### config.mk
export PLATFORM = sky130hd
export DESIGN_NAME = mem_bus_bridge
export DESIGN_NICKNAME = d
export VERILOG_FILES = /design/src/rtl/mem_bus_bridge.sv
export SDC_FILE = /design/constraint.sdc
export NUM_CORES = 1
export LEC_CHECK = 0
export CORE_MARGIN = 10
export CORE_UTILIZATION = 39
export DETAILED_ROUTE_END_ITERATION = 10
export PLACE_DENSITY = 0.72
export SYNTH_ARGS = -nofsm -noshare
export SYNTH_HDL_FRONTEND = slang
export SYNTH_SLANG_ARGS = --single-unit
### constraint.sdc
create_clock -name clk -period 7.15 [get_ports clk]
set_input_delay 1.0725 -clock clk [delete_from_list [all_inputs] [get_ports clk]]
set_output_delay 1.0725 -clock clk [all_outputs]
set_load 0.02 [all_outputs]
### src/rtl/mem_bus_bridge.sv
// mem_bus_bridge: stalls the core's load/store and runs one external bus
// access per request, with byte-lane steering, timeout abort and sticky error.
module mem_bus_bridge #(
  parameter int TIMEOUT = 255
) (
  input  logic        clk,
  input  logic        reset,
  input  logic        MemRead,
  input  logic        MemWrite,
  input  logic        MemByte,
  input  logic [31:0] Addr,
  input  logic [31:0] WriteData,
  output logic [31:0] ReadData,
  output logic        Stall,
  output logic        BusReq,
  output logic        BusWe,
  output logic [29:0] BusAddr,
  output logic [31:0] BusWdata,
  output logic [3:0]  BusBe,
  input  logic        BusAck,
  input  logic [31:0] BusRdata,
  output logic        BusErr
);

  typedef enum logic [1:0] {
    S_IDLE,
    S_BUSY,
    S_DONE
  } state_t;

  // Last BUSY cycle index before the access is abandoned.
  localparam logic [7:0] TMAX = 8'(TIMEOUT - 1);

  state_t      r_state;
  state_t      w_next;
  logic [7:0]  r_cnt;
  logic        r_we;
  logic        r_byte;
  logic        r_ok;
  logic        r_err;
  logic [31:0] r_addr;
  logic [31:0] r_wdata;
  logic [31:0] r_rdata;
  logic [3:0]  r_be;
  logic        w_req;
  logic        w_tmo;
  logic [7:0]  w_lane;

  assign w_req = MemRead | MemWrite;
  assign w_tmo = (r_state == S_BUSY) && !BusAck && (r_cnt == TMAX);

  // Next-state logic; ack has priority over timeout.
  always_comb begin
    w_next = r_state;
    case (r_state)
      S_IDLE: if (w_req) w_next = S_BUSY;
      S_BUSY: if (BusAck || w_tmo) w_next = S_DONE;
      S_DONE: w_next = S_IDLE;
      default: w_next = S_IDLE;
    endcase
  end

  // State register.
  always_ff @(posedge clk or posedge reset) begin
    if (reset) r_state <= S_IDLE;
    else       r_state <= w_next;
  end

  // Request capture, read-data capture, timeout counter and sticky error.
  always_ff @(posedge clk or posedge reset) begin
    if (reset) begin
      r_cnt   <= '0;
      r_we    <= 1'b0;
      r_byte  <= 1'b0;
      r_ok    <= 1'b0;
      r_err   <= 1'b0;
      r_addr  <= '0;
      r_wdata <= '0;
      r_rdata <= '0;
      r_be    <= '0;
    end else begin
      case (r_state)
        S_IDLE: begin
          if (w_req) begin
            r_we    <= MemWrite;
            r_byte  <= MemByte;
            r_addr  <= Addr;
            r_wdata <= MemByte ? {4{WriteData[7:0]}} : WriteData;
            r_be    <= MemByte ? (4'b0001 << Addr[1:0]) : 4'hF;
            r_ok    <= 1'b0;
            r_cnt   <= '0;
          end
        end
        S_BUSY: begin
          if (BusAck) begin
            r_rdata <= BusRdata;
            r_ok    <= 1'b1;
            r_cnt   <= '0;
          end else if (w_tmo) begin
            r_rdata <= '0;
            r_ok    <= 1'b0;
            r_err   <= 1'b1;
            r_cnt   <= '0;
          end else begin
            r_cnt <= r_cnt + 8'd1;
          end
        end
        default: ;
      endcase
    end
  end

  // Byte lane selected by the captured low address bits.
  always_comb begin
    w_lane = r_rdata[7:0];
    case (r_addr[1:0])
      2'd0: w_lane = r_rdata[7:0];
      2'd1: w_lane = r_rdata[15:8];
      2'd2: w_lane = r_rdata[23:16];
      2'd3: w_lane = r_rdata[31:24];
      default: w_lane = r_rdata[7:0];
    endcase
  end

  // Output decode; bus fields only driven while an access is in flight.
  always_comb begin
    ReadData = '0;
    Stall    = 1'b0;
    BusReq   = 1'b0;
    BusWe    = 1'b0;
    BusAddr  = '0;
    BusWdata = '0;
    BusBe    = '0;
    if (!reset) begin
      case (r_state)
        S_IDLE: Stall = w_req;
        S_BUSY: begin
          Stall    = 1'b1;
          BusReq   = 1'b1;
          BusWe    = r_we;
          BusAddr  = r_addr[31:2];
          BusWdata = r_wdata;
          BusBe    = r_be;
        end
        S_DONE: begin
          if (r_ok && !r_we)
            ReadData = r_byte ? {24'd0, w_lane} : r_rdata;
        end
        default: ;
      endcase
    end
  end

  assign BusErr = r_err;

endmodule

==> out/qor.csv <==
metric,value,unit
status,"complete, no violations",
synthAdderAreaFrac,0.457,%
worstMarginPinSlew,1.24,ns
hold_path_class,reg -> reg,
dieArea,19200,um^2
critPathMaxStageDelay,0.62,ns
clock-root-buffer,clkbuf_16,
setup_viol,0,
synth_cell_types,36,
grt_max_degree,99,
finalHoldViolations,0,
track_usage,17.3,%
yosysSeqAreaShare,52.1,%
synth_most_common_cell,dfrtp_1,
cts_tree,built,
fin_crit_sh,63.8,%
place.gp.congestion,0.836,
synth-edff-count,0,
grt_first_pass_wirelength,27000,um
synth_seq_cells,114,
timing.fmax,0.219,GHz
crit_arrival,3.49,ns
tns,0,ns
dpl.hpwl,12100,um
hold_buffers,0,
drive_gt1_share,11.8,%
synthesis.nets,609,
clkTransAtPathRegs,0.05,ns
dr.pass1.iters,5,
cp.required,6.08,ns
die_y,139,um
synth.area.top_cells,"dfrtp_1 52%, mux2_2 8.4%, and3_1 7.9%, mux2i_1 6.0%, a22o_1 5.4%",
port_buffers,203,
fin_skew,0.00762,ns
maxCapViolCount,0,
crit_path_start_kind,input pin,
yosysTopAreaCell,dfrtp_1,
ant_nets,0,
peakVddDrop,0.000191,V
slew-limit-headroom,17.2,%
synthSimpleGateAreaFrac,16.8,%
fp.coreArea,13800,um^2
vias_per_cell,5.30,
io_pins,204,
synth.cell_area,5480,um^2
synth_top_family_by_area,simple AND/OR/NAND/NOR gates,
slew_violations,0,
fin_nets,794,
diodes,0,
netlist_instances,505,
vias,4678,
crit_top_cell,clkdlybuf4s50_1,
criticalPathCategory,in -> out,
p_per_area,386,nW/um^2
cellLeakagePower,0.00365,uW
cp_slowest_cell,clkdlybuf4s50_1,
post_drt_wl_per_cell,19.0,um
clock-sinks,114,
cts_made_buffers,17,
synth_top_area_share,52.1,%
syn-mean-instance-area,10.8,um^2
cp_max_fo,24,
synthXorXnorAreaFrac,0.160,%
yosys-top-cells-count,"114 x dfrtp_1, 69 x and3_1, 41 x mux2_2",
yosys_warnings,0,
crit_path_end_kind,output pin,
wirelength,16800,um
initial_core_util,39.6,%
synth_compound_area_share,12.6,%
async_flop_share,100,%
post_cts_resize_count,0,
rsz0062_at_grt,no,
dp_cells,851,
drc,0,
num_rows,43,
overflow,0,
fin_cells,882,
postCtsSetupBuffers,0,
clk_latency,0.40,ns
grt_pass1_vias,4927,
muxShareOfSynthArea,14.5,%
grt_antenna_before_repair,0,
dr.first_iter.drc_count,352,
num-fill-cells,1140,
synthFlopType,dfrtp_1,
die_x,139,um
min_period,4.56,ns
h-tree-depth,4,
synthToLayoutAreaGrowth,49.5,%
clk_path_buf_depth,2,
path_cells,"clkdlybuf4s50_1, nor2_1, and4b_1, and2b_1, and2_1, clkdlybuf4s50_1",
critical path: cells and delay by family:
kind	cells	cell delay [ns]
buffers and inverters	2	1.15
and+or+nand+nor	4	1.26
area by class of cell:
| class | instances | area, um^2 | share of cell area, % |
|---|---|---|---|
| multi-input cells | 346 | 2450 | 29.9 |
| flip-flops and latches | 114 | 2850 | 34.8 |
| clock buffers | 27 | 533 | 6.51 |
| repair buffers | 208 | 2060 | 25.2 |
| inverters | 3 | 16.3 | 0.199 |
| clock inverters | 4 | 45.0 | 0.550 |
| well taps | 180 | 225 | 2.75 |
per-layer routing:
| metal | track usage, % | part of all wire (%) |
|---|---|---|
| met3 | 7.02 | 8.0 |
| met4 | 6.16 | 1.5 |
| met1 | 20.5 | 42 |
| met2 | 27.5 | 49 |
| met5 | 0 | 0 |
sequential cells by signal, summed over array words and instances (netlist names):
| register | cells |
|---|---|
| r_we | 1 |
| r_rdata | 32 |
| r_be | 4 |
| r_cnt | 8 |
| BusErr | 1 |
| r_state | 2 |
| r_addr | 32 |
| r_wdata | 32 |
| r_ok | 1 |
| r_byte | 1 |
stage by stage:
step                      setup WS, ns  total power (uW)  area (um^2)  hold slack [ns]  util [%]
after detailed placement          2.58              2360         7610            0.458      55.0
after global placement            2.65              2320         7610            0.453      55.0
after global routing              2.39              3360         8190            0.510      59.2
after floorplan                  0.794              1900         5480            0.442         -
after CTS                         2.56              3190         8190            0.476      59.2
final                             2.59              3160         8190            0.475      59.2
path summary, 6_finish.rpt:
path / from / end / slack [ns] / cells past startpoint
max in group asynchronous: reset / r_wdata[22] / 5.12 / 3
worst min-delay path: r_ok / r_ok / 0.47 / 1
worst min register to register: r_ok / r_ok / 0.47 / 1
worst max register to register: r_state[0] / r_rdata[17] / 4.29 / 3
worst max-delay path: reset / ReadData[20] / 2.59 / 6
min in group asynchronous: reset / r_cnt[5] / 1.22 / 2
power breakdown:
| part | total [uW] | internal, uW | switching (uW) |
|---|---|---|---|
| logic | 1190 | 601 | 585 |
| clock network | 811 | 539 | 273 |
| registers | 1160 | 947 | 213 |
| total | 3160 | 2090 | 1070 |
cells by family after synthesis:
| kind of cell | after synthesis |
|---|---|
| AOI/OAI and AO/OA | 105 |
| buffers and inverters | 45 |
| adders and majority gates | 2 |
| muxes | 74 |
| and+or+nand+nor | 164 |
| DFF | 114 |
| xor gates and xnor gates | 1 |
cells in the final DEF (no fill, tap or decap), types with 2 or more instances in the layout:
| cell type | netlist | layout |
|---|---|---|
| clkbuf_1 | 26 | 3 |
| a21o_1 | 2 | 2 |
| clkbuf_8 | 0 | 7 |
| buf_4 | 0 | 5 |
| a21oi_1 | 37 | 37 |
| nand3_1 | 3 | 3 |
| mux2_2 | 41 | 41 |
| o21ai_0 | 20 | 20 |
| inv_1 | 3 | 2 |
| o211ai_1 | 2 | 2 |
| clkinv_2 | 0 | 3 |
| dfrtp_1 | 114 | 114 |
| clkbuf_16 | 0 | 17 |
| and2_1 | 26 | 26 |
| and3_1 | 69 | 69 |
| o21a_1 | 3 | 2 |
| a22o_1 | 34 | 34 |
| nor2_1 | 34 | 34 |
| a31oi_1 | 5 | 5 |
| ha_1 | 2 | 2 |
| mux2i_1 | 33 | 33 |
| nand2b_1 | 6 | 6 |
| nand2_1 | 15 | 15 |
| clkdlybuf4s50_1 | 0 | 202 |
No activity file was read; power rests on OpenSTA's default activity.
==> RTL edit 1: new RTL, config.mk and constraints unchanged <==
The 3 states of `state_t` get a one-hot encoding in 3 bits.
--- a/src/rtl/mem_bus_bridge.sv
+++ b/src/rtl/mem_bus_bridge.sv
@@ -22,10 +22,10 @@
   output logic        BusErr
 );
 
-  typedef enum logic [1:0] {
-    S_IDLE,
-    S_BUSY,
-    S_DONE
+  typedef enum logic [2:0] {
+    S_IDLE = 3'b001,
+    S_BUSY = 3'b010,
+    S_DONE = 3'b100
   } state_t;
 
   // Last BUSY cycle index before the access is abandoned.
Behaviour: same outputs for any inputs over 4 cycles, from zero or initial values and one cycle with reset high; so few cycles prove little.
==> RTL edit 1 against the original RTL <==
Area after synthesis grew 0.98%; clock skew grew 0.0014 ns; routed wire length grew 6.1%; sequential cell count grew 1; total power shrank 9.8%; utilization grew 0.095 points; final area grew 0.55%; worst setup slack lost 0.28 ns; final cell count grew 9.9%.
==> RTL edit 1: results (changes against the original RTL) <==
finish:
  n_fill_cell: 1201  # was 1,140
  reg.largest.list: "r_addr x32, r_rdata x32, r_wdata x32"  # unchanged
  drive_above_1_share: 0.06464  # was 0.1182
  fin_nets: 880  # was 794
timing:
  fin_skew_ns: 0.009038  # was 0.007621 ns
  timing.hold.ws_ns: 0.4663  # was 0.4748 ns
  clock.fmax_ghz: 0.2067  # was 0.2193 GHz
  worst_pin_slew_ns: 1.213  # was 1.242 ns
global_route:
  grt_pass1_vias: 5197  # was 4,927
  grt_pass1_wl_um: 28390  # was 26,990 um
  grt_max_degree: 133  # was 99
  grt_usage: 0.1792  # was 0.1726
worst_hold_path:
  min_path_cells: 2  # was 1
  hold_end: "r_addr[4]"  # was r_ok
  min_from: "r_addr[4]"  # was r_ok
logic_synthesis:
  async_flop_share: 1.000  # unchanged
  yosys-top-cells-count: "nand2_1 (159), dfrtp_1 (114), and3_1 (67), o21ai_0 (46), clkbuf_1 (37)"  # was dfrtp_1 (114), and3_1 (69), mux2_2 (41), a21oi_1 (37)
  synth-seq-area-share: 0.5206  # was 0.5209
  synth_area_leaders: "dfrtp_1 (52%), nand2_1 (11%), and3_1 (7.6%), mux2i_1 (5.8%), a22o_1 (5.4%)"  # was dfrtp_1 (52%), mux2_2 (8.4%), and3_1 (7.9%), mux2i_1 (6.0%), a22o_1 (5.4%)
  synth_ff_type: "dfrtp_1"  # unchanged
  synth_nets: 697  # was 609
  yosysWarningCount: 0  # unchanged
  ys_types: 38  # was 36
critical_path:
  r2r_start: "r_state[0]"  # unchanged
  endpoint: "ReadData[21]"  # was ReadData[20]
  cp.arrival_ns: 3.77  # was 3.49 ns
  ff2ff_path_depth: 4  # was 3
  critPathTopFamily: "simple AND/OR/NAND/NOR gates"  # unchanged
  rrSetupSlack_ns: 4.73  # was 4.29 ns
  regToRegEndpoint: "r_rdata[25]"  # was r_rdata[17]
routing:
  drtIter0Drc: 374  # was 352
  routed_via_density: 5.166  # was 5.304
  routed_wl_um: 17830  # was 16,800 um
  firstDrtPassIters: 4  # was 5
run_status:
  run_status: "complete, no violations"  # unchanged
power_and_ir_drop:
  sequentialPowerShare: 0.401  # was 0.367
  switching_power_mw: 1.024  # was 1.071 mW
  clock_power_share: 0.280  # was 0.257
  p_leak_nw: 3.895  # was 3.651 nW
  power.density_nw_per_um2: 345.9  # was 385.7 nW/um^2
  vdd_drop_max_mv: 0.2021  # was 0.1912 mV
placement:
  hpwl_um: 12720  # was 12,090 um
  finalWeightedCongestion: 0.8493  # was 0.8363
  dpl_cell_area_sq_um: 7671  # was 7611 sq um
  place_worst_setup_slack_ns: 2.317  # was 2.582 ns
cts:
  cts_max_level: 4  # unchanged
  cts_resized: 0  # unchanged
[RTL edit 1: changes by cell type in the layout (fill, tap and decap cells not counted), moves of 3 or more]
| cell | unedited run | this run |
|---|---|---|
| clkbuf_8 | 7 | 2 |
| nor2_1 | 34 | 9 |
| o31ai_1 | 0 | 3 |
| nand2_1 | 15 | 159 |
| a21oi_1 | 37 | 14 |
| clkinvlp_4 | 0 | 5 |
| clkbuf_1 | 3 | 0 |
| or4_1 | 0 | 3 |
| mux2_2 | 41 | 0 |
| o21ai_0 | 20 | 45 |
| or3_1 | 0 | 3 |
[RTL edit 1: area by class of cell]
class	instances	area [sq um]	share of cell area
Tap cell	180	225.2	0.02735
Clock inverter	13	110.1	0.01337
Sequential cell	115	2879	0.3496
Inverter	3	16.27	0.001975
Multi-Input combinational cell	430	2479	0.3010
Timing Repair Buffer	209	2072	0.2516
Clock buffer	19	452.9	0.05501
[RTL edit 1: per-stage QoR]
stage | util | instances
2_1_floorplan | - | 593
3_3_place_gp | 0.5526 | 937
3_5_place_dp | 0.5526 | 937
4_1_cts | 0.5932 | 969
5_1_grt | 0.5932 | 969
6_report | 0.5932 | 969
[RTL edit 1: cell families after synthesis]
kind of cell / Yosys count / synth area share
muxes: 32 / 0.05792
AOI/OAI and AO/OA: 109 / 0.1281
buffers and inverters: 48 / 0.03620
adders and majority gates: 2 / 0.004524
and+or+nand+nor: 287 / 0.2527
DFF: 115 / 0.5206
[RTL edit 1: per-layer routing]
layer	share of wire	vias to the layer above	GRT usage	routed length (um)
met3	0.094	13	0.07774	1674
met4	0.010	0	0.04833	185
li1	-	2411	-	-
met1	0.41	2401	0.2112	7354
met2	0.48	181	0.2913	8611
met5	0	-	0	0
==> RTL edit 2: new RTL, config.mk and constraints unchanged <==
Made on the original files. Set the parameter `TIMEOUT` to 127 (it was 255).
--- a/src/rtl/mem_bus_bridge.sv
+++ b/src/rtl/mem_bus_bridge.sv
@@ -1,7 +1,7 @@
 // mem_bus_bridge: stalls the core's load/store and runs one external bus
 // access per request, with byte-lane steering, timeout abort and sticky error.
 module mem_bus_bridge #(
-  parameter int TIMEOUT = 255
+  parameter int TIMEOUT = 127
 ) (
   input  logic        clk,
   input  logic        reset,
Check against the original RTL: no difference found for any inputs over 4 cycles, from zero or initial values and one cycle with reset high; that may be too few to reach the edited logic, so the function may still have changed.
==> RTL edit 2 against the original RTL <==
Non-clock buffer count up 2; utilization rose by 0.90 points; sequential cell count unchanged; area after synthesis increased by 3.4%; routed wire length up 5.5%; register-to-register slack better by 0.37 ns; worst setup slack worse by 0.046 ns; sequential share of layout area is 1.0 points lower; clock power increased by 20%; via count up 0.68%; total power increased by 9.2%; synthesized cell count grew 0.40%; final area is 3.1% higher; highest routed layer unchanged.
==> RTL edit 2: results (changes against the original RTL) <==
finish:
  bufAreaShareNonClock: 0.2469  # was 0.2521
  buffers_excl_clock: 210  # was 208
  clk_share: 0.08017  # was 0.07059
  comb.multi_input.count: 347  # was 346
  nClkBuffers: 22  # was 27
  n_fill_cell: 1128  # was 1,140
global_route:
  globalRouteMet3Util: 0.08824  # was 0.07021
  gr-usage-met2: 0.2660  # was 0.2751
  grt_max_degree: 97  # was 99
  grt_pass1_vias: 5009  # was 4,927
critical_path:
  regToRegEndpoint: "r_addr[29]"  # was r_rdata[17]
  ff2ff_path_depth: 4  # was 3
  cp.arrival_ns: 3.53  # was 3.49 ns
timing:
  fin_skew_ns: 0.007247  # was 0.007621 ns
  slew_headroom: 0.2090  # was 0.1722
  timing.hold.ws_ns: 0.4812  # was 0.4748 ns
power_and_ir_drop:
  vdd_drop_max_mv: 0.1993  # was 0.1912 mV
  p_leak_nw: 3.871  # was 3.651 nW
run_status:
  run_status: "complete, no violations"  # unchanged
logic_synthesis:
  synthAdderAreaFrac: 0.004418  # was 0.004569
  yosys-top-cells-count: "dfrtp_1 (114), and3_1 (69), mux2_4 (40), a22o_1 (35), nor2_1 (35)"  # was dfrtp_1 (114), and3_1 (69), mux2_2 (41), a21oi_1 (37)
  synth_nets: 611  # was 609
  synth_top_area_frac: 0.5036  # was 0.5209
  muxShareOfSynthArea: 0.1646  # was 0.1446
placement:
  dpl_cell_area_sq_um: 7766  # was 7611 sq um
  hpwl_um: 12820  # was 12,090 um
  finalWeightedCongestion: 0.8728  # was 0.8363
routing:
  drtIter0Drc: 330  # was 352
  vias: 4710  # was 4,678
## RTL edit 2: cell types whose count changed after synthesis, sizes merged, moves of 2 or more
cell	before	now
a21o	2	4
a21oi	37	33
a31oi	5	3
buf	16	27
clkbuf	26	16
nor3b	0	3
o21ai	21	24
## RTL edit 2: stage by stage
step | util | cells | setup slack, ns
5_1_grt | 0.6013 | 886 | 2.339
4_1_cts | 0.6013 | 886 | 2.491
3_5_place_dp | 0.5531 | 854 | 2.520
3_3_place_gp | 0.5531 | 854 | 2.578
6_report | 0.6013 | 886 | 2.545
2_1_floorplan | - | 507 | 0.7941
## RTL edit 2: power breakdown
part	switching (mW)	internal, mW	leakage [nW]
Combinational	0.617	0.684	2.19
Clock	0.295	0.679	0.330
Sequential	0.227	0.945	1.35
Total	1.14	2.31	3.87
## RTL edit 2: per-layer routing
metal	wire, um	vias up
met3	1878	26
li1	-	2187
met4	396	0
met1	7475	2281
met2	7976	216
met5	0	-
